**src/rtl/pattern_det_pkg.sv**
```systemverilog
// Shared types for the serial pattern detector.
//   ST_IDLE/ST_FILL/ST_HUNT : encodings exposed on the st debug port
//   state_t                 : FSM state enum built on those encodings
package pattern_det_pkg;

  localparam logic [1:0] ST_IDLE = 2'd0;
  localparam logic [1:0] ST_FILL = 2'd1;
  localparam logic [1:0] ST_HUNT = 2'd2;

  typedef enum logic [1:0] {
    IDLE = ST_IDLE,
    FILL = ST_FILL,
    HUNT = ST_HUNT
  } state_t;

endpackage

```
**src/rtl/sat_cnt.sv**
```systemverilog
// Saturating up-counter.
//   clk, rst : clock, async active-high reset
//   inc      : count up by one unless already at maximum
//   clr      : synchronous clear (wins over inc)
//   value    : current count
//   sat      : value is at its maximum
module sat_cnt #(
  parameter int unsigned W = 8
) (
  input  logic         clk,
  input  logic         rst,
  input  logic         inc,
  input  logic         clr,
  output logic [W-1:0] value,
  output logic         sat
);

  assign sat = (value == '1);

  always_ff @(posedge clk or posedge rst) begin
    if (rst) begin
      value <= '0;
    end else if (clr) begin
      value <= '0;
    end else if (inc && !sat) begin
      value <= value + 1'b1;
    end
  end

endmodule

```
**src/rtl/pattern_det.sv**
```systemverilog
// Configurable serial bit-pattern detector.
//   clk, rst    : clock, async active-high reset
//   cfg_load    : load cfg_pat/cfg_len/cfg_overlap (legal length 2..PAT_W)
//   cfg_pat     : pattern, bit cfg_len-1 received first
//   cfg_len     : active pattern length
//   cfg_overlap : 1 = overlapping matches, 0 = non-overlapping
//   in_vld      : qualifies in_bit
//   in_bit      : serial data
//   y           : registered one-cycle match pulse
//   near        : registered, next beat can complete a match
//   match_cnt   : saturating match count
//   cnt_sat     : match_cnt at maximum
//   cfg_err     : one-cycle pulse on rejected configuration
//   st          : FSM state (IDLE=0, FILL=1, HUNT=2)
module pattern_det
  import pattern_det_pkg::*;
#(
  parameter int unsigned PAT_W = 8,
  parameter int unsigned CNT_W = 8,
  parameter int unsigned LEN_W = $clog2(PAT_W + 1)
) (
  input  logic             clk,
  input  logic             rst,
  input  logic             cfg_load,
  input  logic [PAT_W-1:0] cfg_pat,
  input  logic [LEN_W-1:0] cfg_len,
  input  logic             cfg_overlap,
  input  logic             in_vld,
  input  logic             in_bit,
  output logic             y,
  output logic             near,
  output logic [CNT_W-1:0] match_cnt,
  output logic             cnt_sat,
  output logic             cfg_err,
  output logic [1:0]       st
);

  state_t           state, state_n;
  logic [PAT_W-1:0] pat, win, win_n, mask, mask_lo;
  logic [LEN_W-1:0] len, cnt, cnt_n;
  logic             ovl;
  logic             load_ok, load_bad, beat, hit, near_n;

  always_comb begin
    load_ok  = cfg_load && (cfg_len >= LEN_W'(2)) && (cfg_len <= LEN_W'(PAT_W));
    load_bad = cfg_load && !load_ok;
    beat     = in_vld && !cfg_load && (state == FILL || state == HUNT);

    // mask selects window[len-1:0]; mask_lo selects window[len-2:0]
    mask    = '0;
    mask_lo = '0;
    for (int unsigned i = 0; i < PAT_W; i++) begin
      mask[i]    = (i < 32'(len));
      mask_lo[i] = ((i + 1) < 32'(len));
    end

    win_n   = win;
    cnt_n   = cnt;
    state_n = state;

    if (beat) begin
      win_n = {win[PAT_W-2:0], in_bit};
      cnt_n = (cnt == len) ? cnt : cnt + LEN_W'(1);
    end

    hit    = beat && (cnt_n == len) && (((win_n ^ pat) & mask) == '0);
    near_n = (cnt_n >= len - LEN_W'(1)) && (((win_n ^ (pat >> 1)) & mask_lo) == '0);

    unique case (state)
      IDLE:    state_n = IDLE;
      FILL:    if (beat && cnt_n == len) state_n = HUNT;
      HUNT:    state_n = HUNT;
      default: state_n = IDLE;
    endcase

    // Non-overlap restarts the fill so no matched bit is reused.
    if (hit && !ovl) begin
      cnt_n   = '0;
      state_n = FILL;
      near_n  = 1'b0;
    end

    if (state_n == IDLE) near_n = 1'b0;

    if (load_ok) begin
      state_n = FILL;
      cnt_n   = '0;
      win_n   = '0;
      near_n  = 1'b0;
    end
  end

  always_ff @(posedge clk or posedge rst) begin
    if (rst) begin
      state   <= IDLE;
      pat     <= '0;
      len     <= '0;
      ovl     <= 1'b0;
      win     <= '0;
      cnt     <= '0;
      y       <= 1'b0;
      near    <= 1'b0;
      cfg_err <= 1'b0;
    end else begin
      state   <= state_n;
      win     <= win_n;
      cnt     <= cnt_n;
      y       <= hit;
      near    <= near_n;
      cfg_err <= load_bad;
      if (load_ok) begin
        pat <= cfg_pat;
        len <= cfg_len;
        ovl <= cfg_overlap;
      end
    end
  end

  sat_cnt #(.W(CNT_W)) u_cnt (
    .clk   (clk),
    .rst   (rst),
    .inc   (hit),
    .clr   (load_ok),
    .value (match_cnt),
    .sat   (cnt_sat)
  );

  assign st = state;

endmodule

```
**config.mk**
```make
export PLATFORM = sky130hd
export DESIGN_NAME = pattern_det
export DESIGN_NICKNAME = d
export VERILOG_FILES = /design/src/rtl/pattern_det_pkg.sv /design/src/rtl/sat_cnt.sv /design/src/rtl/pattern_det.sv
export SDC_FILE = /design/constraint.sdc
export NUM_CORES = 1
export LEC_CHECK = 0
export CORE_AREA = 2 2 60 85
export DETAILED_ROUTE_END_ITERATION = 8
export DIE_AREA = 0 0 62 87
export GPL_TIMING_DRIVEN = 1
export HOLD_SLACK_MARGIN = 0.03
export PLACE_DENSITY = 0.84
export RECOVER_POWER = 100
export SLEW_MARGIN = 10
export SYNTH_ARGS = -nofsm -noshare
export SYNTH_HDL_FRONTEND = slang
export SYNTH_SLANG_ARGS = --single-unit
```
**constraint.sdc**
```tcl
create_clock -name clk -period 5.25 [get_ports clk]
set_clock_uncertainty 0.15 [all_clocks]
set_input_delay 0.525 -clock clk [delete_from_list [all_inputs] [get_ports clk]]
set_output_delay 0.525 -clock clk [all_outputs]
set_load 0.02 [all_outputs]
```
==> run_results.csv <==
group,metric,value,unit
clocking,tritoncts,"built",
timing,fin_ws,1.31,ns
route,drc_errors,0,
timing,max_freq,254,MHz
grt,grt_pass1_wl,8.51,mm
grt,antenna_found_initial,0,
timing,rsz0062_at_grt,"false",
setup_path,critPathCaptureType,"flip-flop",
power,p_per_area,275,mW/mm^2
cells_and_area,multi_input_area,0.00123,mm^2
die,dieArea,0.00539,mm^2
setup_path,r2r-start,"st[0]",
placement,port-buffer-count,31,
worst_hold_path,holdPathStages,2,
route,viasPerCell,5.49,
setup_path,r2r.worst_path.cells,11,
route,drt-total-wl,5.04,mm
cells_and_area,drive_above_1_share,0.0498,
clocking,cts.repair.resized,0,
status,outcome,"finished with violations",
setup_path,slowest_stage,"o31ai_1",
power,ir_worst_vdd,0.149,mV
yosys,synth_area_per_cell,9.14,um^2
yosys,yosys.area.top_type,"dfrtp_1",
route,final_antenna_net_count,0,
yosys,synth_cell_type_count,40,
yosys,synthDominantCellAreaShare,0.419,
yosys,synth_warnings,0,
timing,period_share,0.750,
setup_path,path_cells,"inv_1, ha_1, nor3b_1, buf_4, nand2_1, xor2_1, ha_1, a211oi_1, o211ai_1, o31ai_1, nor2b_1",
timing,min_period,3.94,ns
job,cap_violations,1,
timing,maxSlewHeadroom,-0.333,
placement,placedInstanceArea,0.00263,mm^2
setup_path,cp.required,5.25,ns
clocking,cts-buffers-inserted,5,
clocking,clock-sinks,38,
setup_path,cp_data_arrival_time,3.93,ns
yosys,ys_seq_area_frac,0.419,
grt,grt_max_degree,39,
clocking,clk_pin_slew_worst_paths,0.08,ns
cells_and_area,num_antenna_cells,0,
route,wl_per_cell,14.6,um
setup_path,crit_fanout,17,
placement,dp_hpwl,3.63,mm
route,drt_iter0_drc,39,
clocking,clock_latency,0.29,ns
placement,pre_cts_ws,1.20,ns
yosys,ys_top_cells_by_area,"dfrtp_1, nand2_1, xnor2_1",
clocking,clockBufferDepth,2,
setup_path,critPathKind,"reg2reg",
clocking,cts.hold.buffers_added,0,
timing,worst_slew_pin_slew,2.00,ns
die,ios,32,
clocking,cts_setup_buffers,0,
clocking,ctsRootBufferMaster,"clkbuf_8",
power,leakagePower,0.00124,uW
status,failed_checks,"max-capacitance violations, max-slew violations",
worst_hold_path,whs_endpoint,"pat[0]",
die,fp.dieW,62,um
yosys,syn-num-nets,277,
cells_and_area,n_fill_cell,410,
grt,grt_overflow_total,0,
yosys,synth_edf_count,0,
yosys,syn_inst,248,
die,coreArea,0.00469,mm^2
yosys,async_reset_ff_frac,1.00,
yosys,ys_ff_latch,38,
setup_path,rr_endpoint,"cnt[3]",
die,die_h,87,um
route,dr.pass1.iters,4,
cells_and_area,fin_nets,309,
cells_and_area,regArea,951,um^2
clocking,cts_max_level,2,
timing,setup_tns,0,ns
die,rows,30,
timing,setup_viol,0,
grt,grt_usage,0.209,
cells_and_area,area_growth,19.8,%
timing,maxSlewViolCount,39,
cells_and_area,utilization,0.579,
die,initial_core_util,0.483,
route,vias,1893,
setup_path,cp_common_cell,"ha_1",
setup_path,ff2ff_setup_slack,1.31,ns
worst_hold_path,hold_class,"reg2reg",
yosys,syn-cell-area,0.00227,mm^2
worst_hold_path,hold_start,"pat[0]",
setup_path,cp-start-kind,"flip-flop",
cells_and_area,fin_area,0.00272,mm^2
setup_path,critical_path.max_stage_delay,0.69,ns
yosys,synthFlopType,"dfrtp_1",
placement,gp_congestion,0.854,
timing,final-hold-violation-count,0,
grt,grt_pass1_vias,1874,
synth_stat cells, drive strengths merged, types with 2 or more instances:
cell type	instances
o21ai	12
o211ai	4
clkbuf	6
xnor2	18
nor2	17
ha	11
nor3	5
dfrtp	38
buf	2
nand2	43
or2	3
inv	11
or3	8
a21oi	12
xor2	5
or4	4
o31ai	2
a22oi	2
mux2i	11
a21o	5
o22ai	2
nand2b	3
nand3	8
nor2b	4
metrics by stage:
| step | total power (uW) | hold slack (ns) | std cells |
|---|---|---|---|
| 5_1_grt | 787 | 0.417 | 345 |
| 6_report | 748 | 0.380 | 345 |
| 4_1_cts | 750 | 0.377 | 345 |
| 3_5_place_dp | 543 | 0.357 | 337 |
| 2_1_floorplan | 486 | 0.313 | 248 |
| 3_3_place_gp | 535 | 0.336 | 337 |
cell type report:
cell class | instances | share of cell area
Multi-Input combinational cell | 191 | 0.453
Timing Repair Buffer | 33 | 0.118
Clock inverter | 1 | 0.00184
Clock buffer | 7 | 0.0318
Inverter | 11 | 0.0152
Tap cell | 64 | 0.0295
Sequential cell | 38 | 0.350
worst max-delay path: cells and delay by family (launching register included):
kind | cells | cell delay [ns]
xor gates and xnor gates | 1 | 0.20
AOI/OAI and AO/OA | 3 | 1.59
buffers and inverters | 2 | 0.35
adders and majority gates | 2 | 0.62
DFF | 1 | 0.43
and+or+nand+nor | 3 | 0.44
routing by layer:
layer / vias up / share of wire / GRT usage
li1: 917 / - / -
met1: 916 / 0.40 / 0.263
met2: 48 / 0.53 / 0.347
met3: 12 / 0.039 / 0.0297
met4: 0 / 0.026 / 0.0890
met5: - / 0 / 0
layout by cell type (no fill, tap or decap), types with 2 or more instances in the layout:
master,Yosys,final
nand3_1,8,8
o31ai_1,2,2
mux2i_1,8,8
o22ai_1,2,2
o211ai_1,4,4
dfrtp_1,38,38
mux2i_2,2,2
inv_1,11,11
a21o_1,5,5
a21oi_1,12,12
o21ai_0,12,12
nand2_1,43,43
nor3_1,5,5
xor2_1,5,5
nor2_1,17,17
or3_1,8,8
a22oi_1,2,2
clkbuf_8,0,6
or2_1,2,2
clkbuf_1,6,2
nand2b_1,3,3
or4_1,4,4
dlygate4sd3_1,0,16
xnor2_1,18,18
ha_1,11,11
nor2b_1,4,4
clkdlybuf4s50_1,0,15
cells by family after synthesis:
family / after synthesis / synth area share
DFF: 38 / 0.419
buffers and inverters: 19 / 0.0353
AOI/OAI and AO/OA: 45 / 0.124
and+or+nand+nor: 100 / 0.209
xor gates and xnor gates: 23 / 0.0889
muxes: 12 / 0.0624
adders and majority gates: 11 / 0.0607
power by group:
part / internal, uW / leakage [uW] / switching, uW
Sequential: 314 / 0.000506 / 37.2
Clock: 106 / 0.0000482 / 103
Combinational: 89.2 / 0.000688 / 99.1
Total: 509 / 0.00124 / 239
flip-flops by register name (all words and copies together) (netlist names):
signal	flops
u_cnt.value	8
cfg_err	1
cnt	4
pat	8
y	1
len	4
near	1
ovl	1
win	8
st	2
how the worst max path moves through the flow:
stage,start,end,cells past startpoint
after floorplan,st[0],u_cnt.value[2],12
after global placement,cfg_load,st[0],10
after detailed placement,cfg_load,cnt[3],10
after CTS,st[0],cnt[3],11
after global routing,st[0],cnt[2],11
final,st[0],cnt[3],11
Note: power is estimated with default switching activity, not from simulation.
